$ cat src/rtl/crc32_pkg.sv
// Shared CRC-32 definitions for the word-parallel receive checker and transmit generator.
// Latency: n/a (constants, types and a pure combinational helper function).
// Backpressure: n/a.
package crc32_pkg;

   localparam logic [31:0] CRC_POLY       = 32'h04C1_1DB7;
   localparam logic [31:0] INIT_DEFAULT   = 32'hFFFF_FFFF;
   localparam logic [31:0] XOROUT_DEFAULT = 32'h0000_0000;

   // IDLE: hold register empty; HOLD: hold register carries a payload candidate
   typedef enum logic {
      IDLE = 1'b0,
      HOLD = 1'b1
   } rx_state_e;

   // One 32-bit step, MSB first, no reflection: fold the word into the state,
   // then clock the zero-input register 32 times.
   function automatic logic [31:0] crc32_word_step(input logic [31:0] state,
                                                   input logic [31:0] word);
      logic [31:0] v;
      v = state ^ word;
      for (int i = 0; i < 32; i++) begin
         v = v[31] ? ((v << 1) ^ CRC_POLY) : (v << 1);
      end
      return v;
   endfunction

endpackage

$ cat src/rtl/crc32_word_step_comb.sv
// Combinational CRC-32 word step: next_o = W(state_i ^ word_i).
// Latency: 0 cycles (pure combinational).
// Backpressure: none.
// Ports: state_i current CRC register, word_i 32-bit data word (bit 31 first),
//        next_o CRC register after absorbing the word.
module crc32_word_step_comb
   import crc32_pkg::*;
(
   input  logic [31:0] state_i,
   input  logic [31:0] word_i,
   output logic [31:0] next_o
);

   always_comb begin
      next_o = crc32_word_step(state_i, word_i);
   end

endmodule

$ cat config.mk
export PLATFORM = sky130hd
export DESIGN_NAME = crc32_word_step_comb
export DESIGN_NICKNAME = d
export VERILOG_FILES = /design/src/rtl/crc32_pkg.sv /design/src/rtl/crc32_word_step_comb.sv
export SDC_FILE = /design/constraint.sdc
export NUM_CORES = 1
export LEC_CHECK = 0
export ABC_AREA = 1
export BUFFER_PORTS_ARGS = -buffer_cell sky130_fd_sc_hd__buf_4
export CAP_MARGIN = 20
export CORE_MARGIN = 2
export CORE_UTILIZATION = 60
export DETAILED_ROUTE_END_ITERATION = 10
export PLACE_DENSITY = 0.92
export SETUP_SLACK_MARGIN = 0.5
export SLEW_MARGIN = 5
export SYNTH_ARGS = -nofsm -noshare
export SYNTH_HDL_FRONTEND = slang
export SYNTH_SLANG_ARGS = --single-unit
$ cat constraint.sdc
create_clock -name vclk -period 2.98
set_input_delay 0.149 -clock vclk [all_inputs]
set_output_delay 0.149 -clock vclk [all_outputs]
set_load 0.02 [all_outputs]
==> impl_summary.md, run 1 <==
Floorplanning
Row generation in the floorplan step produced 34 rows. The die outline width is between 90 and 100 um. The initial cell density of the core is 61.5%. For this design the top-level I/O count stands at 96.

The height of the die is 98.1 um.

Yosys
By area the synthesized netlist is led by nand2_1 (35%), xor2_1 (13%), nand3_1 (11%). Synthesis produced 989 cells. The number of distinct library cells after synthesis is 23.

The most instantiated library cell after synthesis is nand2_1. For this run, the register share of the synthesized area comes to 0%. Ranked by instance count, the synthesized netlist is headed by nand2_1 (493), nand3_1 (115), nand2_2 (84), xor2_1 (81), inv_1 (73). The synthesized netlist occupies a cell area of 5310 um2. The post-synth net total is 1053.

For this run, the number of Yosys warnings is 0. The largest total area in the synthesized netlist belongs to nand2_1. The mean post-synth cell area is between 5 and 6 um2. The fraction of synthesized cell area taken by the top area cell type is 34.8%.

Run status
The tool reported: "[ERROR DPL-0038] Utilization greater than 100%, impossible to legalize". The stage where the run ended is clock tree synthesis. The flow did not finish.

Place
Timing analysis after detailed placement gives a worst setup slack of -0.132 ns. The quantity of I/O buffers inserted on ports is 96. Summed over all nets, the half-perimeter wirelength after detailed placement is 14000 um. The congestion estimate from routability-driven global placement came to 0.982. The placed standard-cell area is roughly 6300 um2.

Clock network
In this run, post-CTS hold repair placed 0 buffers. In this run, post-CTS repair resized a total of 449 instances. The total setup buffers inserted after CTS is between 100 and 150.
cells by family after synthesis:
group	Yosys count	synth area share [%]
xor gates and xnor gates	126	23.3
and+or+nand+nor	774	70.3
buffers and inverters	87	6.24
AOI/OAI and AO/OA	2	0.188
stage by stage:
step	setup TNS [ns]	instances
after floorplan	0	989
after global placement	-0.539	1205
after detailed placement	-0.952	1205
==> inputs of run 2 (changes only) <==
CORE_UTILIZATION = 40   (was 60)
PLACE_DENSITY = unset   (was 0.92)
PLACE_DENSITY_LB_ADDON = 0.15   (was unset)
SETUP_SLACK_MARGIN = unset   (was 0.5)
==> run 2 against run 1 <==
  * Synthesized cell count unchanged
  * Synthesized area stayed put
  * The flow now finishes without violations
==> impl_summary.md, run 2 <==
Global routing
The first global-routing pass estimated 27200 um of wire. In the global route stage, overall resource usage came out at ~23%. The number of antenna violations at the first check in global routing is 0. The pin count of the biggest net entering global routing is 11. After global routing the overflow that remains totals 0. The number of global-route vias before repair was approximately 5500.

Timing
The routed design could run at a clock period as short as 2.80 ns. The final-report hold violation count is 0. Adding up every negative setup slack in the final design gives 0 ns. The count of endpoints failing setup in the final report is 0. For the pin with the worst max-slew slack, the measured transition is ~0.41 ns.

The headroom to the max-slew limit is 72.7%. The post-route fraction of the period consumed by the critical path is 93.8%. The max-slew violation total from the final report is 0. Setup repair after global routing could not meet its margin everywhere. Based on the critical path, the design can be clocked at up to 0.358 GHz.

Floorplanning
The total I/O pin count is 96 (unchanged). The initial cell density of the core is 40.6% (-21 points). The die covers ~14000 um2. The count of standard-cell rows is 42 (+24%). The area of the placeable core is 13100 um2.

The die outline width is 119 um (+22%). The height of the die is 119 um (+22%).

Yosys
The synthesized-area fraction occupied by and/or/nand/nor cells is 70.3% (unchanged). By area, the combinational part of the netlist is dominated by simple AND/OR/NAND/NOR gates. The mean post-synth cell area is 5.37 um2 (unchanged). The synthesized netlist cell count is 989 (unchanged).

The netlist area before placement came to 5310 um2 (unchanged). nand2_1 takes more of the synthesized area than any other cell. The most instantiated library cell after synthesis is nand2_1. The number of distinct library cells after synthesis is 23 (unchanged). In the synthesized netlist, the cells that appear most often are nand2_1 (493), nand3_1 (115), nand2_2 (84), xor2_1 (81), inv_1 (73). The sequential cell area fraction in the yosys report came to 0% (unchanged). The post-synthesis share of cell area spent on full adders, half adders and majority gates is 0% (unchanged). The share of the synthesized area in compound gates (AO/OA/AOI/OAI) was 0.188% (unchanged).

The xor and xnor fraction of the mapped netlist area is 23.3% (unchanged). The fraction of synthesized cell area taken by the top area cell type is 34.8% (unchanged). The share of synthesized area spent on multiplexers came to 0% (unchanged). The post-synth net total is 1053 (unchanged). The count of warnings emitted by yosys is 0 (unchanged). After synthesis, the cell types taking the most area are nand2_1 (35%), xor2_1 (13%), nand3_1 (11%).

Pwr
The standby leakage power is roughly 4.2 nW. The combinational share of power is 100.0%. Of the total power, the share spent switching nets is 60.1%.

The internal portion of the total power is 3.37 mW. The power density over the cells is 1180 nW/um2. The worst-case IR drop observed on VDD is 0.635 mV. The power dissipated by switching net loads is just over 5 mW. The part of the total power dissipated in the clock network is 0%. Sequential cells account for 0% of the total power.

Routing
The routed layout has between 6000 and 7000 vias. After detailed routing, the number of remaining DRC violations is 0. The detailed router finished its first iteration with 293 violations. The vias per cell is about 4.8. The final routed wirelength across all metal layers is ~17000 um. After detailed routing, the average wire length per cell comes to around 13 um.

The first TritonRoute pass finished after 5 iterations. The count of nets left with antenna violations once routing finished came out at 0.

Cells and area
The final layout contains 1221 nets. In the layout the commonest cells are nand2_1 (459), buf_4 (161), nand3_1 (108). In the final layout, flip-flops and latches occupy 0 um2. The number of diodes is 0.

Compared with the post-synthesis result, the final layout area differs by 34.4%. The final core utilization is 54.6%. The library cell used most frequently in the layout, excluding fill and tap cells, is nand2_1. Of the cells placed in the final design, the portion with a size suffix greater than 1 is between 30% and 40%. The number of clock buffers in the layout is 0.

The count of sequential standard cells is 0.

Critical path
The data required time at the worst endpoint is around 2.8 ns. The worst setup path is launched from an input port. In this run the worst path has a maximum fanout of 9. The setup path with the least slack is of type input port to output pin. The critical path data arrival time is between 2 and 3 ns.

The worst setup path is captured at an output pin.

Place
The estimated wirelength of the detail-placed design came to 14400 um (+3.2%). The quantity of I/O buffers inserted on ports is 96 (unchanged). The weighted congestion reported at the end of routability-driven placement is 0.905 (-7.9%).

Min path
The class of the tightest hold or removal check is input port to output pin. The hold path depth is 8.

Run status
The flow ran to the end, and the final reports show no timing, DRC or antenna violations.

Job
The max capacitance violation total is 0.
==> run 2: cell counts after synthesis <==
No cell type changed its count.
==> run 2: kinds of logic (layout without fill, tap and decap cells) <==
logic type	Yosys count	in the layout
simple gates	774	776
xor+xnor	126	126
buf+inv	87	251
compound gates	2	2
==> run 2: final timing paths <==
path | end | start | slack (ns)
worst min-delay path | next_o[22] | state_i[12] | 1.19
worst max-delay path | next_o[5] | word_i[31] | 0.18
==> run 2: repair_timing <==
action                                 in CTS  in global routing
pin swaps                                   0                 25
setup endpoints to repair                   1                 27
endpoints found under the hold margin       0                  0
resized for setup                           1                 79
hold buffers                                0                  0
gates cloned                                0                  2
setup buffers                               0                 38
==> run 2: final cells by class <==
cell class	instances	area (um2)
multi-input cells	904	5330
well taps	176	220
fillers	1402	5950
repair buffers	164	1260
inverters	87	334
==> run 2: routing by layer <==
metal	GRT usage, %	wire length [um]
met5	0	0
met4	5.36	418
met2	43.0	8730
met1	29.4	7550
met3	1.10	637
==> run 2: critical path: stages <==
cell and delay (ns):
buf_4 0.12, inv_1 0.08, nand2_2 0.07, nand2_4 0.12
nand2_4 0.11, nand2_8 0.12, nand2_4 0.09, nand2_4 0.08
nand2_2 0.06, nand2_4 0.11, nand2_2 0.07, nand2_4 0.16
nand3_2 0.13, nand2_4 0.13, nand2_2 0.06, nand2_2 0.14
nand2_4 0.08, nand2_4 0.08, nand2_2 0.06, nand2_4 0.12
nand2_2 0.08, nand2_4 0.11, xor2_2 0.14, buf_4 0.15
==> run 2: metrics by stage <==
| stage | cell area, um2 | hold slack (ns) | instances | setup slack [ns] | total power, mW |
|---|---|---|---|---|---|
| 2_1_floorplan | 5310 | 0.936 | 989 | 0.551 | 5.36 |
| 3_3_place_gp | 6480 | 1.20 | 1291 | -0.00152 | 7.86 |
| 3_5_place_dp | 6480 | 1.20 | 1291 | 0.00121 | 7.88 |
| 4_1_cts | 6490 | 1.20 | 1291 | 0.0195 | 7.90 |
| 5_1_grt | 7140 | 1.26 | 1331 | -0.0477 | 9.18 |
| 6_report | 7140 | 1.19 | 1331 | 0.183 | 8.43 |
==> run 2: power groups by stage <==
stage / Combinational [mW] / Clock (mW) / Sequential, mW
2_1_floorplan: 5.36 / 0 / 0
3_3_place_gp: 7.86 / 0 / 0
3_5_place_dp: 7.88 / 0 / 0
4_1_cts: 7.90 / 0 / 0
5_1_grt: 9.18 / 0 / 0
6_report: 8.43 / 0 / 0
Note: power is estimated with default switching activity, not from simulation.
